## config.mk

```make
export PLATFORM = sky130hd
export DESIGN_NAME = dcache
export DESIGN_NICKNAME = d
export VERILOG_FILES = /design/src/rtl/dcache.sv
export SDC_FILE = /design/constraint.sdc
export NUM_CORES = 1
export LEC_CHECK = 0
export CORE_MARGIN = 8
export CORE_UTILIZATION = 50
export CTS_BUF_LIST = sky130_fd_sc_hd__clkbuf_8
export DETAILED_ROUTE_END_ITERATION = 8
export DONT_BUFFER_PORTS = 1
export GPL_TIMING_DRIVEN = 0
export PLACE_DENSITY_LB_ADDON = 0.08
export SLEW_MARGIN = 20
export SYNTH_ARGS = -nofsm -noshare
export SYNTH_HDL_FRONTEND = slang
export SYNTH_SLANG_ARGS = --single-unit
```

## constraint.sdc

```tcl
create_clock -name clk -period 4.4 [get_ports clk]
set_clock_uncertainty 0.15 [all_clocks]
set_input_delay 0.22 -clock clk [delete_from_list [all_inputs] [get_ports clk]]
set_output_delay 0.22 -clock clk [all_outputs]
set_load 0.1 [all_outputs]
```

## src/rtl/dcache.sv

```systemverilog
// Direct-mapped, write-through, no-write-allocate data cache with one word per line.
// Define DCACHE_EN to build the tag/data/valid arrays; otherwise every access goes to the controller.
module dcache #(
  parameter int          INDEX_WIDTH = 6,
  parameter logic [31:0] IO_BASE     = 32'h0003_0000
) (
  input  logic        clk,
  input  logic        rst,
  input  logic [31:0] addr_c,
  input  logic        wr_c,
  input  logic [31:0] data_write_c,
  input  logic [1:0]  memcnf_c,
  output logic [31:0] data_c,
  output logic        data_available_c,
  output logic        mc_req,
  output logic        mc_wr,
  output logic [31:0] mc_addr,
  output logic [31:0] mc_wdata,
  output logic [1:0]  mc_cnf,
  input  logic [31:0] mc_rdata,
  input  logic        mc_done
);
  typedef enum logic [1:0] {IDLE, RD_WAIT, WR_WAIT, RESP} state_t;

  state_t      state_q, state_d;
  logic [1:0]  off_q, off_d;
  logic        cach_q, cach_d;
  logic [31:0] data_q, data_d;
  logic        mc_req_q, mc_req_d;
  logic        mc_wr_q, mc_wr_d;
  logic [31:0] mc_addr_q, mc_addr_d;
  logic [31:0] mc_wdata_q, mc_wdata_d;
  logic [1:0]  mc_cnf_q, mc_cnf_d;
  logic        lkp_hit;
  logic [31:0] lkp_line;

`ifdef DCACHE_EN
  localparam int LINES = 1 << INDEX_WIDTH;
  localparam int TAG_W = 30 - INDEX_WIDTH;
  localparam bit CACHE_ON = 1'b1;

  logic [LINES-1:0]       valid_q, valid_d;
  logic [TAG_W-1:0]       tag_q [LINES];
  logic [31:0]            line_q [LINES];
  logic                   hit_q, hit_d;
  logic                   fill_we;
  logic [31:0]            fill_line;
  logic [INDEX_WIDTH-1:0] req_idx, cur_idx;

  // The controller address keeps the index/tag bits for both aligned fills and exact stores.
  assign req_idx  = addr_c[INDEX_WIDTH+1:2];
  assign cur_idx  = mc_addr_q[INDEX_WIDTH+1:2];
  assign lkp_hit  = valid_q[req_idx] && (tag_q[req_idx] == addr_c[31:INDEX_WIDTH+2]) &&
                    (addr_c < IO_BASE);
  assign lkp_line = line_q[req_idx];

  function automatic logic [31:0] merge_store(input logic [31:0] line, input logic [31:0] wd,
                                              input logic [1:0] cnf, input logic [1:0] off);
    logic [3:0]  be;
    logic [31:0] sd;
    logic [31:0] res;
    be  = (cnf == 2'd1) ? 4'b0001 : (cnf == 2'd2) ? 4'b0011 : 4'b1111;
    be  = be << off;
    sd  = wd << {off, 3'b000};
    res = line;
    for (int b = 0; b < 4; b++) begin
      if (be[b]) res[8*b +: 8] = sd[8*b +: 8];
    end
    return res;
  endfunction

  always_ff @(posedge clk) begin
    if (!rst && fill_we) begin
      line_q[cur_idx] <= fill_line;
      tag_q[cur_idx]  <= mc_addr_q[31:INDEX_WIDTH+2];
    end
  end
`else
  localparam bit CACHE_ON = 1'b0;
  assign lkp_hit  = 1'b0;
  assign lkp_line = 32'd0;
`endif

  assign data_c           = data_q;
  assign data_available_c = (state_q == RESP);
  assign mc_req           = mc_req_q;
  assign mc_wr            = mc_wr_q;
  assign mc_addr          = mc_addr_q;
  assign mc_wdata         = mc_wdata_q;
  assign mc_cnf           = mc_cnf_q;

  always_comb begin
    state_d    = state_q;
    off_d      = off_q;
    cach_d     = cach_q;
    data_d     = data_q;
    mc_req_d   = mc_req_q;
    mc_wr_d    = mc_wr_q;
    mc_addr_d  = mc_addr_q;
    mc_wdata_d = mc_wdata_q;
    mc_cnf_d   = mc_cnf_q;
`ifdef DCACHE_EN
    hit_d      = hit_q;
    fill_we    = 1'b0;
    fill_line  = mc_rdata;
`endif
    case (state_q)
      IDLE: begin
        if (memcnf_c != 2'd0) begin
          off_d  = addr_c[1:0];
          cach_d = CACHE_ON && (addr_c < IO_BASE);
`ifdef DCACHE_EN
          hit_d  = lkp_hit;
`endif
          if (!wr_c && lkp_hit) begin
            state_d = RESP;
            data_d  = lkp_line >> {addr_c[1:0], 3'b000};
          end else begin
            mc_req_d   = 1'b1;
            mc_wr_d    = wr_c;
            mc_wdata_d = wr_c ? data_write_c : 32'd0;
            mc_addr_d  = addr_c;
            mc_cnf_d   = memcnf_c;
            state_d    = wr_c ? WR_WAIT : RD_WAIT;
            // Cacheable load misses fetch the whole line.
            if (!wr_c && CACHE_ON && (addr_c < IO_BASE)) begin
              mc_addr_d = {addr_c[31:2], 2'b00};
              mc_cnf_d  = 2'd3;
            end
          end
        end
      end
      RD_WAIT: begin
        if (mc_done) begin
          mc_req_d = 1'b0;
          state_d  = RESP;
          data_d   = cach_q ? (mc_rdata >> {off_q, 3'b000}) : mc_rdata;
`ifdef DCACHE_EN
          fill_we  = cach_q;
`endif
        end
      end
      WR_WAIT: begin
        if (mc_done) begin
          mc_req_d = 1'b0;
          mc_wr_d  = 1'b0;
          state_d  = RESP;
          data_d   = 32'd0;
`ifdef DCACHE_EN
          fill_we   = hit_q;
          fill_line = merge_store(line_q[cur_idx], mc_wdata_q, mc_cnf_q, off_q);
`endif
        end
      end
      RESP:    state_d = IDLE;
      default: state_d = IDLE;
    endcase
`ifdef DCACHE_EN
    valid_d = valid_q;
    if (fill_we) valid_d[cur_idx] = 1'b1;
`endif
  end

  always_ff @(posedge clk) begin
    if (rst) begin
      state_q    <= IDLE;
      off_q      <= 2'd0;
      cach_q     <= 1'b0;
      data_q     <= 32'd0;
      mc_req_q   <= 1'b0;
      mc_wr_q    <= 1'b0;
      mc_addr_q  <= 32'd0;
      mc_wdata_q <= 32'd0;
      mc_cnf_q   <= 2'd0;
`ifdef DCACHE_EN
      valid_q    <= '0;
      hit_q      <= 1'b0;
`endif
    end else begin
      state_q    <= state_d;
      off_q      <= off_d;
      cach_q     <= cach_d;
      data_q     <= data_d;
      mc_req_q   <= mc_req_d;
      mc_wr_q    <= mc_wr_d;
      mc_addr_q  <= mc_addr_d;
      mc_wdata_q <= mc_wdata_d;
      mc_cnf_q   <= mc_cnf_d;
`ifdef DCACHE_EN
      valid_q    <= valid_d;
      hit_q      <= hit_d;
`endif
    end
  end
endmodule

```

## Yosys cells after proc, flatten, opt, wreduce, memory -nomap -nowiden

Index checks and enable logic that the tools add are counted.

- Equal/unequal tests: 7
- Multiplexer cells: 13
- Reductions and logical operators: 11

Operator list:

| kind | number |
|---|---|
| 32-bit two-way mux | 3 |
| 32-bit case mux with 2 select lines | 1 |
| 3-bit AND reduction | 3 |
| 2-bit nonzero test | 4 |
| 2-bit two-way mux | 3 |
| 2-bit inequality test, second input constant | 3 |
| 2-bit case mux with 3 select lines | 1 |
| 2-bit equality test, second input constant | 2 |
| 1-bit case mux with 2 select lines | 2 |
| 2-bit AND reduction | 2 |
| 1-bit two-way mux | 3 |
| 2-bit by 1-bit equality test with 1-bit output, second input constant | 1 |
| 2-bit logical NOT | 1 |
| 2-bit by 1-bit inequality test with 1-bit output, second input constant | 1 |
| 2-bit OR reduction | 1 |

- Bits in registers: 102
- Output and inout bits: 101

## Depth between registers and ports, before layout

Gate-level depths: netlist (run 1).

- Word-level depth: 4
- Depth in mapped cells: 7
- Gate-level depth less buffers: 5

## Least setup slack after synthesis (run 1)

OpenSTA, ideal clock, no wires.

- Kind: register -> register
- Start point: reg state_q[0]
- End point: reg mc_wdata_q[21], in the netlist mc_wdata[21]
- Arrival: 1.356 ns
- Data required time: 4.180 ns
- Setup slack: 2.823 ns
- Cell stages (with the launch flop): 8
- Path buffers: 2
- Period minus slack after synthesis: 1.577 ns
- Cells stage by stage: dfxtp_1 > inv_1 > ha_1 > o21ai_1 > buf_4 > buf_2 > nand2_1 > a21oi_1

- Longest elaborated chain between the ends: 2

RTL lines:

| item | line | text |
|---|---|---|
| start, declared | 25 | `state_t state_q, state_d;` |
| start signal, assigned | 180 | `state_q <= state_d;` |
| 2-bit logical NOT | 107 | `case (state_q)` |
| 2-bit AND reduction (no line) | -- |  |
| end signal, assigned | 187 | `mc_wdata_q <= mc_wdata_d;` |
| end, declared | 32 | `logic [31:0] mc_wdata_q, mc_wdata_d;` |

Every way passes these cells.
A chain may end at the register's enable or synchronous reset.

## Worst setup path in the final report (run 1)

- Start point: reg state_q[1]
- End point: out data_available_c

- Longest elaborated chain between the ends: 1

RTL lines:

| item | line | text |
|---|---|---|
| 2-bit equality test | 85 | `assign data_available_c = (state_q == RESP);` |
| end, declared | 14 | `output logic data_available_c,` |

Every way passes these cells.

==> flow_summary.yaml, run 1 <==
sta:
  period_share_pct: 45.0
  setup_viol: 0
  fmax_mhz: 506
  slew_violations: 0
  relSlewSlack_pct: 32.0
  hold_viol_final: 0
  period_minus_slack_ns: 1.98
  worst_pin_slew_ns: 1.02
  grt_setup_unrepaired: "no"
  fin_setup_tns_ns: 0
  worst_slack_ns: 2.42
global_route:
  gr-total-overflow: 0
  grt_max_degree: 16
  grt_usage_pct: 21.8
  antenna_found_initial: 0
  grt_pass1_wl_um: 17800
  first_global_vias: 3459
floorplanning:
  row_count: 31
  io_pins: 203
  coreArea_mm2: 0.00718
  dieHeight_um: 102
  die_w_um: 102
  start_util_pct: 51.3
  dieArea_mm2: 0.0104
critical_path:
  crit_type: "reg2out"
  critical_path_required_ns: 4.03
  regToRegSetupSlack_ns: 2.46
  cp_cell_sequence: "ha_1"
  start_kind: "flip-flop"
  cpMaxStageDelayCell: "ha_1"
  worstPathMaxFanout: 4
  critPathBufInv: 0
  cp_slowest_stage_delay_ns: 0.85
  end_kind: "output port"
  critPathArrivalTime_ns: 1.61
  path_delay_family: "adder cells"
clocking:
  h-tree-depth: 3
  cts_tree: "yes"
  postCtsResizedCells: 0
  clock_path_buffers: 2
  root_buffer: "clkbuf_8"
  cts_setup_buffers: 0
  clk-insertion-delay-late_ns: 0.35
  clk_pin_slew_ns: 0.09
  numCtsBuffers: 9
  cts_sinks: 102
synth:
  ys_seq_area_share_pct: 55.4
  ys_types: 25
  synthSimpleGateAreaFrac_pct: 19.6
  syn_nets: 536
  synth_compound_area_share_pct: 17.5
  synth.area.mux_share_pct: 0.272
  syn_area_per_cell_um2: 8.59
  syn-cell-area_mm2: 0.00368
  yosys.area_share.adder_pct: 1.70
  yosysWarningCount: 0
  synth-xor-area-share_pct: 0
  ys_seq_elements: 102
  synthCells: 429
  synth_top_family_by_area: "simple AND/OR/NAND/NOR gates"
power_and_ir_drop:
  finalPower_mw: 3.55
  p_leak_nw: 1.88
  cellPowerDensity_mw_per_mm2: 712
  peakVddDrop_mv: 0.364
finish:
  fin_util_pct: 69.5
  fillerInstances: 546
  drive_gt1_share_pct: 6.45
  syn_to_final_growth_pct: 35.4
  instances_no_fill: 642
  final_common_cell: "dfxtp_1"
  final_cell_mix: "dfxtp_1, nand2_1, dlygate4sd3_1, a21oi_1, nor2_1"
  num_antenna_cells: 0
  final_nets: 646
drt:
  drt_iter0_markers: 105
  num_vias: 3424
  wire_per_inst_um: 18.5
  totalWireLength_um: 11900
  vias_per_cell: 5.33
  postRouteAntennaNets: 0
  remaining_drc_errors: 0
  firstDrtPassIters: 7
placed_design:
  place.port_buffers: 0
  gp_congestion: 0.749
  place_inst: 528
  dpl.hpwl_um: 7690
  pre_cts_slack_ns: 2.52
status:
  status: "finished clean"
worst_hold_path:
  hold_path_class: "in2reg"
run:
  cap_violations: 0
[routing by layer]
metal | global-route usage, % | wire, um | vias up
li1 | - | - | 1667
met1 | 23.3 | 4400 | 1581
met2 | 36.9 | 5810 | 159
met3 | 9.67 | 1500 | 17
met4 | 9.03 | 189 | 0
met5 | 0 | 0 | -
[report_power, final]
part / switching, mW / internal [mW] / total, mW
clock: 0.303 / 0.272 / 0.575
combinational: 0.468 / 0.329 / 0.797
sequential: 1.11 / 1.07 / 2.18
[metrics by stage]
stage / cell area, um^2 / hold WS (ns)
2_1_floorplan: 3680 / 0.206
3_3_place_gp: 3810 / 0.208
3_5_place_dp: 3810 / 0.213
4_1_cts: 4990 / 0.0761
5_1_grt: 4990 / 0.0705
6_report: 4990 / 0.0796
[cells in the mapped netlist]
cell,n,area [um^2]
a21oi_1,70,350
a22oi_1,32,240
inv_1,2,7.51
or3b_1,1,8.76
and3b_1,1,8.76
buf_4,7,52.6
dfxtp_1,102,2040
o21a_1,1,7.51
buf_6,3,33.8
ha_1,5,62.6
a211oi_1,1,7.51
o21ai_0,1,5.00
o2111ai_1,1,8.76
nor2b_1,1,6.26
clkbuf_1,15,56.3
nand4b_1,1,8.76
nor2_1,33,124
mux2i_1,1,10.0
buf_2,11,55.1
o21ai_1,3,15.0
nand2_1,101,379
a311oi_1,1,8.76
nor3b_2,1,12.5
nand3_1,32,160
nand2b_1,2,12.5
[path summary, 6_finish.rpt]
check / end / depth (start not counted) / start
max: data_available_c / 1 / state_q[1]
max reg2reg: mc_wdata[29] / 7 / state_q[1]
min: data_c[1] / 2 / rst
min reg2reg: state_q[0] / 2 / state_q[0]
[sequential cells by signal (all words and copies together), names as in the netlist]
| signal | count |
|---|---|
| mc_wr | 1 |
| mc_req | 1 |
| mc_addr | 32 |
| mc_wdata | 32 |
| data_c | 32 |
| state_q | 2 |
| mc_cnf | 2 |
[final cells by class]
| class | instances | area (um^2) | share of cell area (%) |
|---|---|---|---|
| well taps | 99 | 124 | 2.48 |
| multi-input cells | 289 | 1440 | 28.8 |
| flip-flops and latches | 102 | 2040 | 40.9 |
| inverters | 2 | 7.51 | 0.150 |
| repair buffers | 99 | 991 | 19.9 |
| plain buffers | 36 | 198 | 3.96 |
| clock inverters | 5 | 52.6 | 1.05 |
| clock buffers | 10 | 138 | 2.76 |
[cell families after synthesis]
group | count (synthesis)
AO/OA/AOI/OAI | 110
adder cells (fa/ha/maj) | 5
multiplexers | 1
flip-flops | 102
AND/OR/NAND/NOR | 173
buffers and inverters | 38
[what timing repair did]
action	CTS	global route
hold buffers	99	0
endpoints found under the setup margin	0	0
hold endpoints to repair	101	0
Power figures use the tool's default switching activity.
==> inputs of run 2 (changes only) <==
==> constraint.sdc (replaced) <==
create_clock -name clk -period 1.6 [get_ports clk]
set_clock_uncertainty 0.15 [all_clocks]
set_input_delay 0.08 -clock clk [delete_from_list [all_inputs] [get_ports clk]]
set_output_delay 0.08 -clock clk [all_outputs]
set_load 0.1 [all_outputs]
==> run 2 against run 1 <==
Compared with the run above:
- the flow now finishes with violations (negative setup slack)
- critical path depth up 5
- largest power group unchanged
- utilization up 7.1 points
- combinational power rose to 3.7 times the previous value
- highest routed layer unchanged
- die area unchanged
- final cell count up 2.6%
- first-iteration DRC count up 34%
- clock power rose to 2.8 times the previous value
- critical path type is now reg2reg
- critical endpoint is now data_c[20]
- non-clock buffer count up 16
- register-to-register slack worse by 2.5 ns
==> flow_summary.yaml, run 2 (same netlist as run 1, synthesis figures left out) <==
drt:
  vias_per_cell: 5.37
  firstDrtPassIters: 5
  totalWireLength_um: 13100
  drt_iter0_markers: 141
  postRouteAntennaNets: 0
  num_vias: 3540
  remaining_drc_errors: 0
  wire_per_inst_um: 19.9
sta:
  fin_setup_tns_ns: -0.191
  relSlewSlack_pct: 33.3
  grt_setup_unrepaired: "yes"
  hold_viol_final: 0
  fmax_mhz: 605
  worst_pin_slew_ns: 1.00
  setup_viol: 10
  period_share_pct: 103
  period_minus_slack_ns: 1.65
  slew_violations: 0
  worst_slack_ns: -0.0521
finish:
  syn_to_final_growth_pct: 49.3
  fillerInstances: 472
  drive_gt1_share_pct: 29.9
  final_cell_mix: "nand2_1, dlygate4sd3_1, dfxtp_2, a21oi_1"
  final_nets: 662
run:
  cap_violations: 0
clocking:
  numCtsBuffers: 9
  cts_sinks: 102
  clk_pin_slew_ns: 0.09
  clock_path_buffers: 2
  h-tree-depth: 3
  clk-insertion-delay-late_ns: 0.35
  root_buffer: "clkbuf_8"
  cts_tree: "yes"
critical_path:
  start_kind: "flip-flop"
  end_kind: "flip-flop"
  critPathArrivalTime_ns: 1.78
  worstPathMaxFanout: 10
  crit_type: "reg2reg"
  critical_path_required_ns: 1.72
worst_hold_path:
  hold_path_class: "in2reg"
global_route:
  grt_pass1_wl_um: 18300
  gr-total-overflow: 0
  grt_usage_pct: 22.5
  grt_max_degree: 16
  antenna_found_initial: 1
  first_global_vias: 3537
placed_design:
  place.port_buffers: 0
  gp_congestion: 0.749
  dpl.hpwl_um: 7690
  pre_cts_slack_ns: -0.276
power_and_ir_drop:
  peakVddDrop_mv: 1.08
  cellPowerDensity_mw_per_mm2: 1940
  p_leak_nw: 2.04
floorplanning:
  start_util_pct: 51.3
  row_count: 31
  die_w_um: 102
  io_pins: 203
  dieHeight_um: 102
  coreArea_mm2: 0.00718
  dieArea_mm2: 0.0104
status:
  violations: "negative setup slack"
  status: "finished with violations"
## run 2: power by group
group          switching [mW]  internal [mW]
clock                   0.844          0.747
combinational            1.54           1.42
sequential               3.07           3.02
total                    5.45           5.19
## run 2: cell type report
type | instances | area [um^2] | area share, %
clock buffers | 10 | 138 | 2.50
plain buffers | 35 | 250 | 4.55
well taps | 99 | 124 | 2.25
clock inverters | 5 | 52.6 | 0.956
diodes | 1 | 2.50 | 0.0455
multi-input cells | 289 | 1620 | 29.5
repair buffers | 116 | 1150 | 21.0
inverters | 2 | 10.0 | 0.182
flip-flops and latches | 102 | 2150 | 39.0
## run 2: per-stage QoR
step | util [%] | power (mW) | hold slack [ns] | instances | area, um^2
final | 76.6 | 10.6 | 0.0167 | 659 | 5500
after global routing | 76.6 | 11.1 | 0.0509 | 659 | 5500
after CTS | 71.8 | 10.1 | 0.0179 | 646 | 5150
after detailed placement | 53.1 | 8.00 | 0.0727 | 528 | 3810
after global placement | 53.1 | 7.95 | 0.0683 | 528 | 3810
after floorplan | - | 7.49 | 0.0660 | 429 | 3680
## run 2: routing by layer
metal	track usage [%]	part of all wire, %	vias up
li1	-	-	1702
met1	23.5	35	1670
met2	38.9	52	148
met3	9.47	11	20
met4	9.37	1.6	0
met5	0	0	-
## run 2: timing repair
| item | in CTS | in global routing |
|---|---|---|
| hold endpoints to repair | 102 | 0 |
| buffers inserted | 3 | 8 |
| resized for setup | 45 | 100 |
| hold buffers | 101 | 0 |
| pin swaps | 0 | 9 |
| setup endpoints to repair | 116 | 156 |
| cloned | 0 | 4 |
## run 2: worst max-delay path: stages, from the launching register on
cell	delay, ns
dfxtp_4	0.37
buf_12	0.12
ha_4	0.17
and3b_2	0.34
buf_8	0.18
a22oi_2	0.09
nor2_1	0.16
## run 2: path summary, 6_finish.rpt
check | startpoint | slack (ns) | cells past startpoint | to
min reg2reg | state_q[0] | 0.38 | 2 | state_q[0]
max | state_q[1] | -0.05 | 6 | data_c[20]
max reg2reg | state_q[1] | -0.05 | 6 | data_c[20]
min | rst | 0.02 | 2 | mc_wdata[4]
==> inputs of run 3 (changes only) <==
--- a/config.mk
+++ b/config.mk
@@ -5,7 +5,7 @@
 export SDC_FILE = /design/constraint.sdc
 export NUM_CORES = 1
 export LEC_CHECK = 0
-export CORE_MARGIN = 8
+export CORE_MARGIN = 2
 export CORE_UTILIZATION = 50
 export CTS_BUF_LIST = sky130_fd_sc_hd__clkbuf_8
 export DETAILED_ROUTE_END_ITERATION = 8
==> run 3 against run 2 <==
Compared with the run above:
- clock power fell by 5%
- routed wire length decreased by 11%
- critical path depth unchanged
- setup slack better by 0.0085 ns
- flip-flop and latch count did not move
- critical path type unchanged
- first-iteration DRC count up 28%
- final cell count is 0.30% lower
- the flow still finishes with violations (negative setup slack)
- utilization fell by 0.40 points
- via count up 2.5%
==> flow_summary.yaml, run 3 (same netlist as run 1, synthesis figures left out) <==
placed_design:
  place.port_buffers: 0
  gp_congestion: 0.735
  place_inst: 528
  pre_cts_slack_ns: -0.280
  dpl.hpwl_um: 6340
  dpl-instance-area_mm2: 0.00381
floorplanning:
  dieArea_mm2: 0.00807
  start_util_pct: 51.3
  coreArea_mm2: 0.00718
  row_count: 31
  io_pins: 203
  dieHeight_um: 89.8
  die_w_um: 89.8
finish:
  final_nets: 660
  fin_util_pct: 76.2
  final_cell_mix: "nand2_1, dlygate4sd3_1, dfxtp_1, a21oi_1, dfxtp_2"
  fillerInstances: 496
  syn_to_final_growth_pct: 48.5
  final_cell_area_mm2: 0.00547
  instances_no_fill: 657
  num_antenna_cells: 0
  drive_gt1_share_pct: 24.0
critical_path:
  crit_type: "reg2reg"
  path_delay_family: "simple AND/OR/NAND/NOR gates"
  worstPathMaxFanout: 10
  critical_path_required_ns: 1.73
  critPathArrivalTime_ns: 1.77
  r2r_start: "state_q[0]"
  r2r_cells: 6
  critPathBufInv: 2
  start_kind: "flip-flop"
  cp_slowest_stage_delay_ns: 0.38
  reg2reg_to: "data_c[27]"
  regToRegSetupSlack_ns: -0.04
  end_kind: "flip-flop"
  cp_cell_sequence: "inv_4, ha_4, and3b_2, buf_6, a22oi_1, nor2_1"
  cpMaxStageDelayCell: "dfxtp_4"
drt:
  vias_per_cell: 5.52
  totalWireLength_um: 11700
  wire_per_inst_um: 17.7
  drt_iter0_markers: 181
  postRouteAntennaNets: 0
  num_vias: 3629
  firstDrtPassIters: 4
  remaining_drc_errors: 0
power_and_ir_drop:
  p_int_mw: 5.08
  cellPowerDensity_mw_per_mm2: 1930
  pwr-share-seq_pct: 57.3
  finalPower_mw: 10.5
  p_leak_nw: 2.02
  sw_frac_of_total_pct: 51.8
  pwr-share-clk_pct: 14.4
  p_switching_mw: 5.46
  comb_power_share_pct: 28.3
  peakVddDrop_mv: 1.19
clocking:
  clk-insertion-delay-late_ns: 0.34
  numCtsBuffers: 9
  h-tree-depth: 3
  cts_tree: "yes"
  root_buffer: "clkbuf_8"
  clock_path_buffers: 2
  clk_pin_slew_ns: 0.10
  cts_sinks: 102
status:
  status: "finished with violations"
  violations: "negative setup slack"
global_route:
  antenna_found_initial: 0
  grt_usage_pct: 25.8
  first_global_vias: 3519
  gr-total-overflow: 0
  grt_pass1_wl_um: 17300
  grt_max_degree: 17
sta:
  period_minus_slack_ns: 1.64
  worst_pin_slew_ns: 1.02
  setup_viol: 3
  relSlewSlack_pct: 31.9
  period_share_pct: 103
  grt_setup_unrepaired: "yes"
  worst_slack_ns: -0.0436
  fmax_mhz: 608
  slew_violations: 0
  hold_viol_final: 0
worst_hold_path:
  hold_path_class: "in2reg"
  hold_path.startpoint: "rst"
  hold_depth: 2
  hold_end: "mc_wdata[0]"
run:
  cap_violations: 0
## run 3: layer usage
metal | share of wire (%) | track usage, % | up-vias
met2 | 51 | 45.6 | 159
li1 | - | - | 1703
met3 | 7.9 | 8.89 | 18
met1 | 39 | 29.6 | 1749
met4 | 1.6 | 7.82 | 0
met5 | 0 | 0 | -
## run 3: power groups by stage
stage / Clock (mW) / Combinational (mW) / Sequential [mW]
after floorplan: 0 / 1.58 / 5.91
after global placement: 0 / 1.90 / 6.01
after detailed placement: 0 / 1.94 / 6.01
after CTS: 1.54 / 2.31 / 5.98
after global routing: 1.65 / 3.26 / 6.08
final: 1.51 / 2.99 / 6.04
## run 3: area by class of cell
class	count	area, um^2	share of cell area, %
plain buffers	35	274	5.01
clock buffers	11	151	2.77
clock inverters	5	35.0	0.641
inverters	2	12.5	0.229
multi-input cells	289	1640	30.0
flip-flops and latches	102	2090	38.3
well taps	99	124	2.26
repair buffers	114	1140	20.8
## run 3: worst reg2reg max path: stages (launching register included)
cell     delay (ns)
dfxtp_4        0.38
inv_4          0.05
ha_4           0.16
and3b_2        0.35
buf_6          0.19
a22oi_1        0.11
nor2_1         0.18
## run 3: per-stage QoR
stage	hold slack, ns	setup TNS, ns
after floorplan	0.0660	0
after global placement	0.0686	-16.57
after detailed placement	0.0737	-20.17
after CTS	0.0218	0
after global routing	0.0606	-1.08
final	0.00912	-0.0794
## run 3: timing repair
item                                    4_1_cts  5_1_grt
hold endpoints to repair                    102        0
endpoints found under the setup margin      101      111
gates resized for setup                      25       95
hold buffers                                101        0
pin swaps                                     0       23
gates cloned                                  0        6
buffers inserted                              1        6
## run 3: how the worst max path moves through the flow
stage               startpoint          endpoint  slack (ns)  cells after the start
detailed placement  state_q[0]      mc_wdata[25]       -0.28                      7
global route        state_q[0]        data_c[27]       -0.11                      6
global placement    state_q[0]      mc_wdata[21]       -0.25                      7
finish              state_q[0]        data_c[27]       -0.04                      6
CTS                 state_q[1]  data_available_c      0.0007                      2
floorplan           state_q[0]      mc_wdata[21]        0.02                      7
